**src/rtl/pipeline_div_sequencer.sv**
```systemverilog
`default_nettype none
// ============================================================================
// Module   : pipeline_div_sequencer
// Brief    : Iterative radix-2 restoring RV64M divide/remainder unit (incl. W ops)
// Revision : 1.0 - initial release
// ============================================================================
module pipeline_div_sequencer #(
    parameter int XLEN = 64
) (
    input  logic            clk,
    input  logic            reset,
    input  logic            start,
    input  logic [1:0]      op,
    input  logic            is_word,
    input  logic [XLEN-1:0] src_a,
    input  logic [XLEN-1:0] src_b,
    input  logic [4:0]      rd_in,
    input  logic            flush,
    output logic            stall_req,
    output logic            busy,
    output logic            result_valid,
    output logic [XLEN-1:0] result,
    output logic [4:0]      rd_out
);

    localparam logic [1:0] S_IDLE = 2'd0;
    localparam logic [1:0] S_BUSY = 2'd1;
    localparam logic [1:0] S_FIX  = 2'd2;
    localparam logic [1:0] S_DONE = 2'd3;

    logic [1:0]      state_q, state_d;
    logic [6:0]      cnt_q, cnt_d;
    logic [XLEN-1:0] rem_q, rem_d;
    logic [XLEN-1:0] quo_q, quo_d;
    logic [XLEN-1:0] dvs_q, dvs_d;
    logic [1:0]      op_q, op_d;
    logic            word_q, word_d;
    logic            negq_q, negq_d;
    logic            negr_q, negr_d;
    logic [4:0]      rd_q, rd_d;
    logic [XLEN-1:0] result_q, result_d;
    logic            valid_q, valid_d;
    logic            busy_q, busy_d;

    logic            w_signed, w_sign_a, w_sign_b, w_div0, w_ovf, w_accept;
    logic [XLEN-1:0] w_a_ext, w_b_ext, w_a_sx, w_a_mag, w_b_mag, w_min, w_spec_res;
    logic [XLEN+1:0] w_trial;
    logic [XLEN-1:0] w_q_abs, w_r_abs, w_q_fin, w_r_fin, w_sel;

    // Operand conditioning: word operands are extended to 64 bits first so the
    // magnitude and special-case logic is shared with the full-width path.
    always_comb begin
        w_signed = ~op[0];
        w_a_sx   = is_word ? {{32{src_a[31]}}, src_a[31:0]} : src_a;
        w_a_ext  = is_word ? (w_signed ? {{32{src_a[31]}}, src_a[31:0]} : {32'b0, src_a[31:0]}) : src_a;
        w_b_ext  = is_word ? (w_signed ? {{32{src_b[31]}}, src_b[31:0]} : {32'b0, src_b[31:0]}) : src_b;
        w_sign_a = w_signed & w_a_ext[XLEN-1];
        w_sign_b = w_signed & w_b_ext[XLEN-1];
        w_a_mag  = w_sign_a ? -w_a_ext : w_a_ext;
        w_b_mag  = w_sign_b ? -w_b_ext : w_b_ext;
        w_min    = is_word ? 64'hFFFF_FFFF_8000_0000 : 64'h8000_0000_0000_0000;
        w_div0   = (w_b_ext == '0);
        w_ovf    = w_signed && (w_a_ext == w_min) && (w_b_ext == '1);
        if (op[1])
            w_spec_res = w_div0 ? w_a_sx : '0;
        else
            w_spec_res = w_div0 ? '1 : w_a_sx;
        w_accept = start && !flush;
    end

    always_comb begin
        w_trial = {1'b0, rem_q, quo_q[XLEN-1]} - {2'b00, dvs_q};
        w_q_abs = word_q ? {32'b0, quo_q[31:0]} : quo_q;
        w_r_abs = word_q ? {32'b0, rem_q[31:0]} : rem_q;
        w_q_fin = negq_q ? -w_q_abs : w_q_abs;
        w_r_fin = negr_q ? -w_r_abs : w_r_abs;
        w_sel   = op_q[1] ? w_r_fin : w_q_fin;
    end

    always_comb begin
        state_d  = state_q;
        cnt_d    = cnt_q;
        rem_d    = rem_q;
        quo_d    = quo_q;
        dvs_d    = dvs_q;
        op_d     = op_q;
        word_d   = word_q;
        negq_d   = negq_q;
        negr_d   = negr_q;
        rd_d     = rd_q;
        result_d = result_q;
        case (state_q)
            S_IDLE: begin
                if (w_accept) begin
                    op_d   = op;
                    word_d = is_word;
                    rd_d   = rd_in;
                    negq_d = w_sign_a ^ w_sign_b;
                    negr_d = w_sign_a;
                    if (w_div0 || w_ovf) begin
                        result_d = w_spec_res;
                        state_d  = S_DONE;
                    end else begin
                        // Word dividend sits in the top half so 32 shifts suffice.
                        quo_d   = is_word ? {w_a_mag[31:0], 32'b0} : w_a_mag;
                        rem_d   = '0;
                        dvs_d   = w_b_mag;
                        cnt_d   = is_word ? 7'd32 : 7'd64;
                        state_d = S_BUSY;
                    end
                end
            end
            S_BUSY: begin
                if (flush) begin
                    state_d = S_IDLE;
                end else begin
                    if (!w_trial[XLEN+1]) begin
                        rem_d = w_trial[XLEN-1:0];
                        quo_d = {quo_q[XLEN-2:0], 1'b1};
                    end else begin
                        rem_d = {rem_q[XLEN-2:0], quo_q[XLEN-1]};
                        quo_d = {quo_q[XLEN-2:0], 1'b0};
                    end
                    cnt_d = cnt_q - 7'd1;
                    if (cnt_q == 7'd1)
                        state_d = S_FIX;
                end
            end
            S_FIX: begin
                if (flush) begin
                    state_d = S_IDLE;
                end else begin
                    result_d = word_q ? {{32{w_sel[31]}}, w_sel[31:0]} : w_sel;
                    state_d  = S_DONE;
                end
            end
            default: state_d = S_IDLE;
        endcase
        valid_d = (state_d == S_DONE);
        busy_d  = (state_d != S_IDLE);
    end

    always_ff @(posedge clk or negedge reset) begin
        if (!reset) begin
            state_q  <= S_IDLE;
            cnt_q    <= '0;
            rem_q    <= '0;
            quo_q    <= '0;
            dvs_q    <= '0;
            op_q     <= '0;
            word_q   <= 1'b0;
            negq_q   <= 1'b0;
            negr_q   <= 1'b0;
            rd_q     <= '0;
            result_q <= '0;
            valid_q  <= 1'b0;
            busy_q   <= 1'b0;
        end else begin
            state_q  <= state_d;
            cnt_q    <= cnt_d;
            rem_q    <= rem_d;
            quo_q    <= quo_d;
            dvs_q    <= dvs_d;
            op_q     <= op_d;
            word_q   <= word_d;
            negq_q   <= negq_d;
            negr_q   <= negr_d;
            rd_q     <= rd_d;
            result_q <= result_d;
            valid_q  <= valid_d;
            busy_q   <= busy_d;
        end
    end

    assign stall_req    = reset && (((state_q == S_IDLE) && w_accept) ||
                                    (state_q == S_BUSY) || (state_q == S_FIX));
    assign busy         = busy_q;
    assign result_valid = valid_q;
    assign result       = result_q;
    assign rd_out       = rd_q;

endmodule
`default_nettype wire

```
**config.mk**
```make
export PLATFORM = sky130hd
export DESIGN_NAME = pipeline_div_sequencer
export DESIGN_NICKNAME = d
export VERILOG_FILES = /design/src/rtl/pipeline_div_sequencer.sv
export SDC_FILE = /design/constraint.sdc
export NUM_CORES = 1
export LEC_CHECK = 0
export BUFFER_PORTS_ARGS = -buffer_cell sky130_fd_sc_hd__buf_2
export CAP_MARGIN = 20
export CORE_ASPECT_RATIO = 0.8
export CORE_UTILIZATION = 60
export CTS_BUF_LIST = sky130_fd_sc_hd__clkbuf_8
export DETAILED_ROUTE_END_ITERATION = 8
export PLACE_DENSITY = 0.8
export SYNTH_ARGS = -nofsm -noshare
export SYNTH_HDL_FRONTEND = slang
export SYNTH_SLANG_ARGS = --single-unit
```
**constraint.sdc**
```tcl
create_clock -name clk -period 5.05 [get_ports clk]
set_clock_uncertainty 0.15 [all_clocks]
set_input_delay 1.01 -clock clk [delete_from_list [all_inputs] [get_ports clk]]
set_output_delay 1.01 -clock clk [all_outputs]
set_load 0.1 [all_outputs]
```
### Word level (Yosys, flattened, before mapping)

Index checks and enable logic that the tools add are counted.

| operators by class | value |
|---|---|
| add/sub/neg operators | 6 |
| equal/unequal tests | 11 |
| multiplexer cells | 43 |
| bitwise operators | 5 |
| reductions and logical operators | 18 |

Operators by type and width:

| operator | count |
|---|---|
| $mux W64 | 27 |
| $pmux W64 S2 | 3 |
| $neg A64 Y64 | 4 |
| $sub A65 B64 Y66 | 1 |
| $eq A64 B64 Y1 | 1 |
| $eq A64 B64 Y1 const B | 1 |
| $logic_not A64 Y1 | 1 |
| $mux W63 | 1 |
| $mux W7 | 4 |
| $pmux W7 S2 | 1 |
| $mux W2 | 5 |
| $ne A2 B2 Y1 const B | 5 |
| $reduce_and A4 Y1 | 2 |
| $eq A7 B1 Y1 const B | 1 |
| $sub A7 B1 Y7 const B | 1 |
| $pmux W2 S3 | 1 |
| $reduce_bool A2 Y1 | 3 |
| $logic_and A1 B1 Y1 | 5 |
| $eq A2 B2 Y1 const B | 2 |
| $logic_or A1 B1 Y1 | 3 |
| $reduce_and A3 Y1 | 1 |
| $and A1 B1 Y1 | 2 |
| $eq A2 B1 Y1 const B | 1 |
| $logic_not A2 Y1 | 1 |
| other kinds (5) | 6 |

| storage, ports and cells | value |
|---|---|
| register bits | 277 |
| bits of input ports | 140 |
| output and inout bits | 72 |
| logic and storage cells | 96 |

### Longest topological paths before layout

| depth | value |
|---|---|
| depth after elaboration | 10 |
| mapped depth | 15 |
| depth with buffers taken out | 14 |

### Least setup slack after synthesis

No wires, ideal clock.

| path | value |
|---|---|
| path type | input port to flip-flop |
| from | input src_a[35] |
| to | register quo_q[22] |
| setup time | 0.125 ns |
| arrival | 3.747 ns |
| required time | 4.775 ns |
| path slack | 1.028 ns |
| stages on the path | 10 |
| path buffers | 2 |
| cell sequence | or4_1 -> or3_1 -> nor2_1 -> a21oi_1 -> or4_1 -> o31a_1 -> o22ai_2 -> buf_4 -> buf_4 -> mux2_2 |

| between the ends | value |
|---|---|
| cells in the longest elaborated chain, start to end | 7 |

Ends and longest elaborated chain:

| what | RTL line | source |
|---|---|---|
| from (decl) | 15 | `input logic [XLEN-1:0] src_a,` |
| $mux W64 | 55 | `w_a_ext = is_word ? (w_signed ? {{32{src_a[31]}}, src_a[31:0]} : {32'b0, src_a[31:0]}) : src_a;` |
| $eq A64 B64 Y1 | 63 | `w_ovf = w_signed && (w_a_ext == w_min) && (w_b_ext == '1);` |
| $logic_and A1 B1 Y1 (2 in series) | 63 |  |
| $logic_or A1 B1 Y1 | 100 | `if (w_div0 \|\| w_ovf) begin` |
| $ne A2 B2 Y1 (no line) | -- |  |
| $reduce_and A4 Y1 (no line) | -- |  |
| to (signal assigned) | 162 | `quo_q <= quo_d;` |
| to (decl) | 34 | `logic [XLEN-1:0] quo_q, quo_d;` |

Every way passes these cells.
A chain may end at the register's enable or synchronous reset.

### Worst setup path in the final report

| path | value |
|---|---|
| from | register rem_q[13] |
| to | register result_q[32], in the netlist result[32] |

| between the ends | value |
|---|---|
| cells in the longest elaborated chain, start to end | 7 |

Ends and longest elaborated chain:

| what | RTL line | source |
|---|---|---|
| from (decl) | 33 | `logic [XLEN-1:0] rem_q, rem_d;` |
| from (signal assigned) | 161 | `rem_q <= rem_d;` |
| $mux W64 | 74 | `w_r_abs = word_q ? {32'b0, rem_q[31:0]} : rem_q;` |
| $neg A64 Y64 | 76 | `w_r_fin = negr_q ? -w_r_abs : w_r_abs;` |
| $mux W64 | 76 |  |
| $mux W64 | 77 | `w_sel = op_q[1] ? w_r_fin : w_q_fin;` |
| $mux W64 | 133 | `result_d = word_q ? {{32{w_sel[31]}}, w_sel[31:0]} : w_sel;` |
| $mux W64 | 130 | `if (flush) begin` |
| $pmux W64 S2 | 92 | `case (state_q)` |
| to (signal assigned) | 169 | `result_q <= result_d;` |
| to (decl) | 41 | `logic [XLEN-1:0] result_q, result_d;` |

Every way passes these cells. The select of a mux whose other input is x is not followed.

==> out/results.env <==
IRDROPWORSTVDD_uV=427
CTS_HOLD_BUFFERS=0
RR_STARTPOINT='rem_q[13]$_DFFE_PN0P_'
GRT_SETUP_UNREPAIRED='no'
CORE-AREA_SQ_MM=0.0387
GLOBAL_ROUTE_WIRE_LENGTH_BEFORE_REPAIR_MM=138
FINALWIRELENGTH_MM=89.3
FIN_NETS=3471
FINAL.FILL_COUNT=3336
CTS_RESIZED=0
SYN_AREA_SQ_MM=0.0238
NETLIST-CELL-TYPE-COUNT=89
DR.PASS1.ITERS=8
MAXIMUM_NUMBER_OF_PINS_ON_ONE_NET_BEFORE_GLOBAL_ROUTE_REPAIR=81
VIA_COUNT=25900
GP_CONGESTION=1.05
CTS.CLK_SLEW.WORST_PATHS_NS=0.07
TOTAL_LEAKAGE_POWER_nW=11.5
GRTUSAGETOTAL=0.432
VIAS_PER_CELL=6.78
WORST_REG2REG_PATH_DEPTH=9
POWER-PER-CELL-AREA_mW_PER_MM2=387
POST-ROUTE-MIN-PERIOD_NS=4.69
INSERTION_DELAY_TO_THE_LATER_SINK_OF_THE_WORST_SKEW_PAIR_NS=0.62
MAX_FREQ_GHz=0.213
DRT-INITIAL-DRC-COUNT=3764
PLACEMENTROWS=64
ROUTE.ANTENNA.REMAINING_NETS=0
SYNTH_TOP_FLOP_CELL='sky130_fd_sc_hd__dfrtp_1'
GRT_ANTENNA_BEFORE_REPAIR=3
AREA_GROWTH_PCT=10.8
SYNTH_ASYNC_SR_FLOP_SHARE=1.00
SYNTH.YOSYS.SEQ_AREA_SHARE=0.290
R2R_SETUP_SLK_NS=0.36
POST_ROUTE_CELLS_DRIVE_ABOVE_1_SHARE=0.130
REQUIRED_TIME_AT_THE_WORST_SLACK_ENDPOINT_NS=5.40
TIMING.FINAL.SETUP_VIOLATIONS=0
YOSYS_REGISTER_BITS=276
BOUNDARYPINS=212
FIRST_GLOBAL_VIAS=23700
TERMINUS_OF_THE_CRITICAL_FLOP_TO_FLOP_PATH='result[32]$_DFFE_PN0P_'
FINALNONFILLERCELLS=3822
GRT.OVERFLOW.TOTAL=0
DIE_HEIGHT_UM=180
FINAL_COUNT_OF_HOLD_TIMING_VIOLATIONS=0
CLOCK_TREE_FROM_TRITONCTS='yes'
TOTAL_POWER_W=0.0102
POST_SYNTH.CELL_AREA_AVG_SQ_UM=7.57
SLEW_HEADROOM=0.242
TIMING.FINAL.CRIT_SHARE=0.928
CTS-HTREE-LEVELS=2
CTS-ROOT-TO-SINK-BUFFERS=3
TIGHTESTPINTRANSITION_NS=1.13
YOSYS_WARNINGS=0
DP.FINAL_HPWL_MM=67.4
SETUP.WORST_PATH.CLASS='reg -> reg'
CRIT_PATH_MAX_FANOUT=13
FINAL_MAX_SLEW_VIOL_COUNT=0
NUMCTSBUFFERS=47
DRC_ERRORS=0
CLOCK-SINKS=276
MAXCAPVIOLATIONS=0
OUTCOME='complete, no violations'
ARRIVAL_TIME_AT_THE_WORST_ENDPOINT_NS=5.04
PORT-BUFFER-COUNT=211
SYN-NUM-NETS=3353
ENDPOINT_KIND='flip-flop'
CLOCK_TREE.ROOT_CELL='sky130_fd_sc_hd__clkbuf_8'
DIE_AREA_SQ_MM=0.0405
INITIAL_CELL_DENSITY_OF_THE_CORE=0.615
HOLD_CLASS='in -> async'
SYNTH-EDFF-COUNT=0
SYN_INST=3141
ROUTED_WIRE_PER_STD_CELL_UM=23.4
POST_CTS_BUFFERS=0
DIE_WIDTH_UM=225
DP_CELLS=3737
CRITICAL_PATH.STARTPOINT_TYPE='flip-flop'
FIN_SETUP_TNS_NS=0
[sequential cells by signal (all words and copies together), names as in the netlist, 2 cells and up]
signal / cells
dvs_q: 64
quo_q: 64
rd_out: 5
cnt_q: 7
result: 64
state_q: 2
rem_q: 64
[worst max-delay path: stages, from the launching register on]
cell                      delay, ns
sky130_fd_sc_hd__dfrtp_1       0.44
sky130_fd_sc_hd__or4_1         0.63
sky130_fd_sc_hd__or4b_1        0.66
sky130_fd_sc_hd__or3_4         0.46
sky130_fd_sc_hd__o41ai_2       0.33
sky130_fd_sc_hd__xor2_1        0.11
sky130_fd_sc_hd__mux2i_1       0.62
sky130_fd_sc_hd__a21o_1        0.58
sky130_fd_sc_hd__o22ai_1       0.34
sky130_fd_sc_hd__o21ai_0       0.24
[worst max-delay path by stage]
stage                                startpoint                      to  depth (start not counted)
final                     rem_q[13]$_DFFE_PN0P_  result[32]$_DFFE_PN0P_                          9
after CTS                  rem_q[0]$_DFFE_PN0P_   rem_q[14]$_DFFE_PN0P_                         13
after detailed placement               src_b[9]   quo_q[39]$_DFFE_PN0P_                         13
after global routing       rem_q[0]$_DFFE_PN0P_    rem_q[7]$_DFFE_PN0P_                         13
after floorplan                       src_a[35]   quo_q[22]$_DFFE_PN0P_                         10
after global placement                 src_b[9]  result[57]$_DFFE_PN0P_                         14
[cells by family (layout without fill, tap and decap cells)]
logic type               Yosys count  after routing  synth area share
XOR/XNOR                         294            294             0.108
multiplexers                      70             70            0.0301
flip-flops                       276            276             0.290
AND/OR/NAND/NOR                 1006           1006             0.196
AO/OA/AOI/OAI                   1060           1060             0.277
buffers and inverters            362            514            0.0603
adder cells (fa/ha/maj)           73             73            0.0386
other                              0              1                 0
[area by class of cell]
type / instances / area [sq um] / share of cell area
Clock inverter: 23 / 178 / 0.00674
Multi-Input combinational cell: 2503 / 15500 / 0.588
Sequential cell: 276 / 6910 / 0.262
Timing Repair Buffer: 294 / 1780 / 0.0675
Inverter: 137 / 514 / 0.0195
Antenna cell: 1 / 2.50 / 0.0000949
Tap cell: 528 / 661 / 0.0251
Clock buffer: 60 / 826 / 0.0313
[per-stage QoR]
step	hold slack [ns]	util	instance area, sq um	setup WS [ns]
after global routing	0.140	0.682	26400	0.180
final	0.132	0.682	26400	0.363
after floorplan	0.300	-	23800	1.03
after global placement	0.305	0.655	25300	0.444
after detailed placement	0.308	0.655	25300	0.261
after CTS	0.119	0.681	26400	0.612
[where the power goes]
part / internal (W) / leakage (nW) / total, W / switching (W)
sequential: 0.00269 / 3.50 / 0.00323 / 0.000546
clock: 0.00122 / 0.570 / 0.00221 / 0.000997
combinational: 0.00125 / 7.41 / 0.00476 / 0.00350
total: 0.00516 / 11.5 / 0.0102 / 0.00505
[layout by cell type (no fill, tap or decap), types with 67 or more instances in the layout]
master / instances
sky130_fd_sc_hd__ha_1: 71
sky130_fd_sc_hd__a21oi_1: 247
sky130_fd_sc_hd__nand2_1: 375
sky130_fd_sc_hd__o21ai_0: 343
sky130_fd_sc_hd__buf_2: 209
sky130_fd_sc_hd__o211ai_1: 78
sky130_fd_sc_hd__xnor2_1: 164
sky130_fd_sc_hd__inv_1: 150
sky130_fd_sc_hd__buf_4: 77
sky130_fd_sc_hd__nor3_1: 85
sky130_fd_sc_hd__xor2_1: 130
sky130_fd_sc_hd__nor2_1: 271
sky130_fd_sc_hd__dfrtp_1: 273
sky130_fd_sc_hd__a31oi_1: 67
[synthesized netlist by cell type, types with 7 or more instances]
master                     instances  share of area
sky130_fd_sc_hd__a211oi_1         25         0.0079
sky130_fd_sc_hd__a21boi_0         16         0.0050
sky130_fd_sc_hd__a21o_1           42          0.013
sky130_fd_sc_hd__a21oi_1         249          0.052
sky130_fd_sc_hd__a221o_1           9         0.0038
sky130_fd_sc_hd__a221oi_1          8         0.0029
sky130_fd_sc_hd__a22oi_1          15         0.0047
sky130_fd_sc_hd__a31oi_1          67          0.018
sky130_fd_sc_hd__a32o_1           11         0.0046
sky130_fd_sc_hd__a32oi_1          17         0.0063
sky130_fd_sc_hd__and2_1            9         0.0024
sky130_fd_sc_hd__and3_1            7         0.0018
sky130_fd_sc_hd__buf_1            11         0.0017
sky130_fd_sc_hd__buf_2            37         0.0078
sky130_fd_sc_hd__clkbuf_1        170          0.027
sky130_fd_sc_hd__dfrtp_1         276           0.29
sky130_fd_sc_hd__ha_1             71          0.037
sky130_fd_sc_hd__inv_1           135          0.021
sky130_fd_sc_hd__mux2_2           12         0.0057
sky130_fd_sc_hd__mux2i_1          58          0.024
sky130_fd_sc_hd__nand2_1         376          0.059
sky130_fd_sc_hd__nand2b_1         21         0.0055
sky130_fd_sc_hd__nand3_1          40         0.0084
sky130_fd_sc_hd__nand3b_1          7         0.0022
sky130_fd_sc_hd__nand4_1          39          0.010
sky130_fd_sc_hd__nor2_1          273          0.043
sky130_fd_sc_hd__nor2b_1          12         0.0032
sky130_fd_sc_hd__nor3_1           86          0.018
sky130_fd_sc_hd__nor4_1           43          0.011
sky130_fd_sc_hd__o211ai_1         78          0.025
sky130_fd_sc_hd__o21a_1           16         0.0050
sky130_fd_sc_hd__o21ai_0         343          0.072
sky130_fd_sc_hd__o21bai_1         19         0.0060
sky130_fd_sc_hd__o221ai_1         10         0.0037
sky130_fd_sc_hd__o22ai_1          11         0.0029
sky130_fd_sc_hd__o31ai_1          52          0.016
sky130_fd_sc_hd__o41ai_1          24         0.0088
sky130_fd_sc_hd__or2_2            18         0.0047
sky130_fd_sc_hd__or3_1            23         0.0060
sky130_fd_sc_hd__or4_1            22         0.0069
sky130_fd_sc_hd__xnor2_1         164          0.060
sky130_fd_sc_hd__xor2_1          130          0.048
[layer usage]
metal  up-vias  GRT usage  wire length [um]
met5         -          0                31
met4         6      0.139              3360
met3       255      0.132             12300
met2      1809      0.637             37500
met1     12300      0.602             36100
li1      11600          -                 -
Note: power is estimated with default switching activity, not from simulation.
